--- config.mk ---
export PLATFORM = sky130hd
export DESIGN_NAME = nano_seq
export DESIGN_NICKNAME = d
export VERILOG_FILES = /design/src/rtl/nano_pkg.sv /design/src/rtl/nano_seq.sv
export SDC_FILE = /design/constraint.sdc
export NUM_CORES = 1
export LEC_CHECK = 0
export ABC_CLOCK_PERIOD_IN_PS = 2350
export BUFFER_PORTS_ARGS = -buffer_cell sky130_fd_sc_hd__buf_2
export CAP_MARGIN = 40
export CORE_ASPECT_RATIO = 1.2
export CORE_UTILIZATION = 30
export DETAILED_ROUTE_END_ITERATION = 16
export PLACE_DENSITY_LB_ADDON = 0.12
export REMOVE_ABC_BUFFERS = 1
export SYNTH_ARGS = -nofsm -noshare
export SYNTH_HDL_FRONTEND = slang
export SYNTH_SLANG_ARGS = --single-unit
export TNS_END_PERCENT = 1
--- constraint.sdc ---
create_clock -name clk -period 2.35 [get_ports clk]
set_input_delay 0.235 -clock clk [delete_from_list [all_inputs] [get_ports clk]]
set_output_delay 0.235 -clock clk [all_outputs]
set_load 0.05 [all_outputs]
--- src/rtl/nano_pkg.sv ---
// nano_pkg: opcode, ALU function and sequencer state encodings shared by the nano-risc core.
package nano_pkg;
  localparam logic [1:0] OP_LD   = 2'b00;
  localparam logic [1:0] OP_ST   = 2'b01;
  localparam logic [1:0] OP_ALU  = 2'b10;
  localparam logic [1:0] OP_BNEG = 2'b11;
  localparam logic [5:0] ALU_SUB  = 6'b000001;
  localparam logic [5:0] ALU_DECR = 6'b000011;
  typedef enum logic [2:0] {S_IDLE, S_LOAD, S_FETCH, S_EXEC, S_HALT} state_e;
endpackage

--- src/rtl/nano_seq.sv ---
// nano_seq: owns the instruction memory port, loads programs from the host and
// fetches/decodes instructions into one-cycle datapath strobes.
module nano_seq
  import nano_pkg::*;
#(
  parameter int IMEM_AW   = 8,
  parameter int DMEM_AW   = 6,
  parameter bit HALT_SELF = 1'b1
) (
  input  logic               clk,
  input  logic               rst_n,
  input  logic               load_start,
  input  logic               run,
  input  logic               prog_valid,
  input  logic [7:0]         prog_data,
  input  logic               prog_last,
  output logic               prog_ready,
  output logic [IMEM_AW-1:0] imem_addr,
  output logic               imem_we,
  output logic [7:0]         imem_wdata,
  input  logic [7:0]         imem_rdata,
  output logic [DMEM_AW-1:0] dmem_addr,
  output logic               acc_ld,
  output logic               dmem_we,
  output logic               alu_en,
  output logic [5:0]         alu_fn,
  input  logic               acc_neg,
  output logic               busy,
  output logic               halted,
  output logic [IMEM_AW-1:0] pc
);
  state_e state_q, state_d;
  logic [IMEM_AW-1:0] pc_q, pc_d, lp_q, lp_d, tgt;
  logic [7:0] ir_q, ir_d;
  assign tgt        = IMEM_AW'(ir_q[DMEM_AW-1:0]);
  assign dmem_addr  = ir_q[DMEM_AW-1:0];
  assign alu_fn     = ir_q[5:0];
  assign imem_wdata = prog_data;
  assign pc         = pc_q;
  assign prog_ready = state_q == S_LOAD;
  assign halted     = state_q == S_HALT;
  assign busy       = state_q inside {S_LOAD, S_FETCH, S_EXEC};
  always_ff @(posedge clk) begin
    if (!rst_n) begin
      state_q <= S_IDLE;
      pc_q    <= '0;
      lp_q    <= '0;
      ir_q    <= '0;
    end else begin
      state_q <= state_d;
      pc_q    <= pc_d;
      lp_q    <= lp_d;
      ir_q    <= ir_d;
    end
  end
  always_comb begin
    state_d   = state_q;
    pc_d      = pc_q;
    lp_d      = lp_q;
    ir_d      = ir_q;
    imem_addr = pc_q;
    imem_we   = 1'b0;
    acc_ld    = 1'b0;
    dmem_we   = 1'b0;
    alu_en    = 1'b0;
    case (state_q)
      S_IDLE, S_HALT: begin
        if (load_start) begin
          state_d = S_LOAD;
          lp_d    = '0;
        end else if (run) begin
          state_d = S_FETCH;
          pc_d    = '0;
        end
      end
      S_LOAD: begin
        imem_addr = lp_q;
        imem_we   = prog_valid;
        lp_d      = prog_valid ? lp_q + 1'b1 : lp_q;
        state_d   = (prog_valid && prog_last) ? S_IDLE : S_LOAD;
      end
      S_FETCH: begin
        ir_d    = imem_rdata;
        pc_d    = pc_q + 1'b1;
        state_d = S_EXEC;
      end
      S_EXEC: begin
        acc_ld  = ir_q[7:6] == OP_LD;
        dmem_we = ir_q[7:6] == OP_ST;
        alu_en  = ir_q[7:6] == OP_ALU;
        state_d = S_FETCH;
        // pc already points past this instruction, so a self-branch targets pc-1
        if (ir_q[7:6] == OP_BNEG && acc_neg) begin
          pc_d    = tgt;
          state_d = (HALT_SELF && tgt == pc_q - 1'b1) ? S_HALT : S_FETCH;
        end
      end
      default: state_d = S_IDLE;
    endcase
  end
endmodule

Yosys cells after proc, flatten, opt, wreduce, memory -nomap -nowiden. Cells that the tools add are included.

Equal/unequal tests: 14. Reductions and logical operators: 10. Muxes and demuxes: 18. Add/subtract/negate cells: 3.

Operators by type and width (number): $mux W8 (6); $pmux W8 S3 (1); $add A8 B1 Y8 const B (2); $pmux W8 S2 (1); $mux W3 (4); $pmux W3 S4 (1); $eq A6 B8 Y1 (1); $ne A2 B2 Y1 const B (4); $sub A8 B1 Y8 const B (1); $eq A3 B2 Y1 const B (2); $reduce_bool A3 Y1 (2); $mux W1 (5); $eq A2 B2 Y1 const B (2); $reduce_and A4 Y1 (1); $eq A3 B1 Y1 const B (1); $eq A3 B3 Y1 const B (1); $logic_not A3 Y1 (1); $ne A3 B3 Y1 const B (1); $reduce_and A3 Y1 (1); $eq A2 B1 Y1 const B (1); $logic_and A1 B1 Y1 (2); $logic_not A2 Y1 (1); $ne A2 B1 Y1 const B (1); $reduce_bool A2 Y1 (1); $reduce_or A2 Y1 (1).

Output and inout port bits: 43. Input bits: 23. Word-level logic and storage cells: 49. Register bits: 27.

Logic depth before layout (Yosys ltp).
Word-level depth: 5. Mapped depth: 7. Mapped depth without buffers: 7.

Worst setup path after synthesis. Ideal clock, no wire load.

Path type: register to output. Start: register state_q[0]. End: output port dmem_we. Buffers on the path: 2. Path slack: 0.056 ns. Arrival: 2.059 ns. Cell stages (with the launch flop): 5. Path through: dfxtp_1 -> buf_6 -> clkbuf_1 -> nand2_1 -> nor3b_1.

Word-level cells in the longest chain between the ends: 2.

Ends and longest elaborated chain: from (decl) (line nano_seq.sv:32) `state_e state_q, state_d;`; from (signal assigned) (line nano_seq.sv:50) `state_q <= state_d;`; $eq A3 B2 Y1 (line nano_seq.sv:66) `case (state_q)`; $mux W1 (line nano_seq.sv:66); to (decl) (line nano_seq.sv:24) `output logic dmem_we,`.

No other way between the ends.

Worst setup path after layout.
Start: register state_q[0]. End: output port imem_addr[3].

Word-level cells in the longest chain between the ends: 2.

Ends and longest elaborated chain: $eq A3 B1 Y1 (line nano_seq.sv:66); $mux W8 (line nano_seq.sv:66); to (decl) (line nano_seq.sv:18) `output logic [IMEM_AW-1:0] imem_addr,`.

No other way between the ends.

==> qor.yml <==
status: "complete, no violations"
overflow: 0
nNetsFinal: 280
grt_usage: 0.1562
cts_tree: "done"
wire_per_inst_microns: 13.99
syn_avg_cell_area_sq_um: 8.097
finalSetupViolCount: 0
cts_resized: 0
clkLatencyLatePin_ns: 0.28
fp.dieH_microns: 87.37
peakVddDrop_v: 0.0001983
root_buffer: "clkbuf_8"
min-delay-start: "imem_rdata[0]"
initial_core_util: 0.3172
cp_max_fo: 10
crit_chain: "inv_1 > nor3_2 > buf_4 > mux2_2 > buf_2"
wl_met3_microns: 255
startpoint_type: "flop"
grt_first_pass_wirelength_mm: 7.748
cts.reportedPaths.clkPinSlew_ns: 0.09
rows: 30
p_total_mw: 1.033
fin_tns_setup_ns: 0
synth_edf_count: 0
fin_skew_ns: 0.003371
critPathArrivalTime_ns: 1.90
crit_path_start: "state_q[0]"
worstReg2RegEnd: "state_q[1]"
critPathTopFamily: "buffers and inverters"
drv_slew: 0
critical_path.max_stage_delay_ns: 0.49
num_vias: 1599
gp_congestion: 0.7497
wl_met2_mm: 2.223
maxCapViolations: 0
grt_max_degree: 17
drt-pass1-iter-count: 4
drive_gt1_frac: 0.2964
wl_met1_mm: 2.101
cp.depth: 5
syn-cell-area_sq_mm: 0.001822
placed_cells: 329
highest_layer: "met4"
diodes: 0
leakagePower_nw: 0.8769
post-route-min-period_ns: 2.133
cts_hold_buffers: 0
dieArea_sq_mm: 0.006389
min_period_over_period: 0.9077
critPathSlowestCell: "dfxtp_1"
yosys_warnings: 0
numCtsBuffers: 3
core_sq_mm: 0.005743
relSlewSlack: 0.5960
dp_hpwl_mm: 3.411
endpoint_kind: "output pin"
hold_path.class: "primary input to flop"
ys_async_sr_fraction: 0
cts_sinks: 27
drtIter0Drc: 49
rrSetupSlack_ns: 0.38
synth-seq-area-share: 0.2967
die_x_microns: 73.14
worst_slack_ns: 0.2169
place_ws_ns: 0.3737
ys_ff_latch: 27
antenna_found_initial: 0
r2r_start: "pc[0]"
boundaryPins: 66
drt-vias-per-instance: 4.802
synth_ff_type: "dfxtp_1"
fmax_mhz: 468.8
whs_endpoint: "ir_q[0]"
io_buffers: 49
critPathBufInv: 3
postCtsSetupBuffers: 0
grt_pass1_vias: 1580
fin_cells: 333
hold_viol: 0
synth.distinct_cells: 49
htreeDepth: 1
finalWirelength_mm: 4.659
reg2regPathDepth: 7
drc: 0
hold_depth: 3
worst-setup-path-type: "flop to output pin"
postRouteAntennaNets: 0
worstMarginPinSlew_ns: 0.6052
area_growth_pct: 11.54
rsz0062_at_grt: "no"
cp.required_ns: 2.12
power.density_mw_per_mm2: 508.5
syn_inst: 225
clk_path_buf_depth: 2
-- registers in the layout (all words and copies together), names as in the netlist --
| name | cells |
|---|---|
| ir_q | 8 |
| lp_q | 8 |
| pc | 8 |
| state_q | 3 |
-- worst max-delay path by stage --
stage	to	slack [ns]
2_1_floorplan	imem_addr[0]	-0.50
4_1_cts	imem_addr[3]	0.20
5_1_grt	imem_addr[3]	0.11
3_3_place_gp	state_q[1]	0.36
6_report	imem_addr[3]	0.22
3_5_place_dp	state_q[1]	0.37
-- cell families after synthesis --
group,share of synthesized area
AO/OA/AOI/OAI,0.1559
XOR/XNOR,0.08105
adder cells (fa/ha/maj),0.02061
buffers and inverters,0.1277
flip-flops,0.2967
multiplexers,0.04807
AND/OR/NAND/NOR,0.2699
-- report_power, final --
part           internal [mW]  switching, mW  total, mW
Combinational         0.0826          0.183      0.265
Clock                  0.122          0.151      0.272
Sequential             0.471         0.0247      0.496
Total                  0.675          0.358       1.03
-- cells in the mapped netlist, types with 2 or more instances --
cell       n  area share
xor2_1     8       0.038
mux2_2     5       0.031
nand2_1   31       0.064
buf_2      3      0.0082
clkbuf_1   3      0.0062
ha_1       3       0.021
nand2b_1   2      0.0069
nor2_1    25       0.052
o21ai_0    7       0.019
buf_6      3       0.019
a22oi_1    4       0.016
buf_4     20       0.082
and3_1     3       0.010
a221oi_1   2      0.0096
nand3_1   10       0.027
xnor2_1    7       0.034
nor3b_1    2      0.0082
inv_1      5       0.010
o21ai_1    2      0.0055
nor3_2     4       0.022
a21oi_1   14       0.038
nor2_2     2      0.0069
nand4_1    3       0.010
a31oi_1    5       0.017
mux2i_1    2       0.011
dfxtp_1   27        0.30
-- placed cells by master (no fill, tap or decap), types with 3 or more instances in the layout --
cell,synthesis,layout
and3_1,3,3
nor3_2,4,4
mux2_2,5,5
nand3_1,10,10
buf_4,20,4
o21ai_0,7,7
inv_1,5,5
xnor2_1,7,7
ha_1,3,3
nor2_1,25,25
buf_2,3,49
a22oi_1,4,4
xor2_1,8,8
dfxtp_1,27,27
clkbuf_8,0,3
nand2_1,31,31
nand4_1,3,3
a21oi_1,14,14
a31oi_1,5,5
-- final cells by class --
| cell class | count | area [sq um] |
|---|---|---|
| Fill cell | 616 | 3711 |
| Multi-Input combinational cell | 163 | 1049 |
| Sequential cell | 27 | 540.5 |
| Timing Repair Buffer | 53 | 275.3 |
| Tap cell | 80 | 100.1 |
| Clock buffer | 4 | 45.04 |
| Inverter | 6 | 22.52 |
-- layer usage --
layer / vias up / GRT usage
li1: 815 / -
met1: 718 / 0.2000
met2: 59 / 0.2609
met3: 7 / 0.03125
met4: 0 / 0.04813
met5: - / 0
-- stage by stage --
stage / utilization / area [sq um] / hold WS, ns
floorplan: - / 1612 / 0.3710
global placement: 0.3460 / 1987 / 0.4705
CTS: 0.3538 / 2032 / 0.1761
finish: 0.3538 / 2032 / 0.1837
detailed placement: 0.3460 / 1987 / 0.4705
global route: 0.3538 / 2032 / 0.1857
-- worst min-delay path, stage by stage --
cell and delay, ns:
buf_2 0.09, nand2_1 0.04, a21oi_1 0.05
Note: power is estimated with default switching activity, not from simulation.
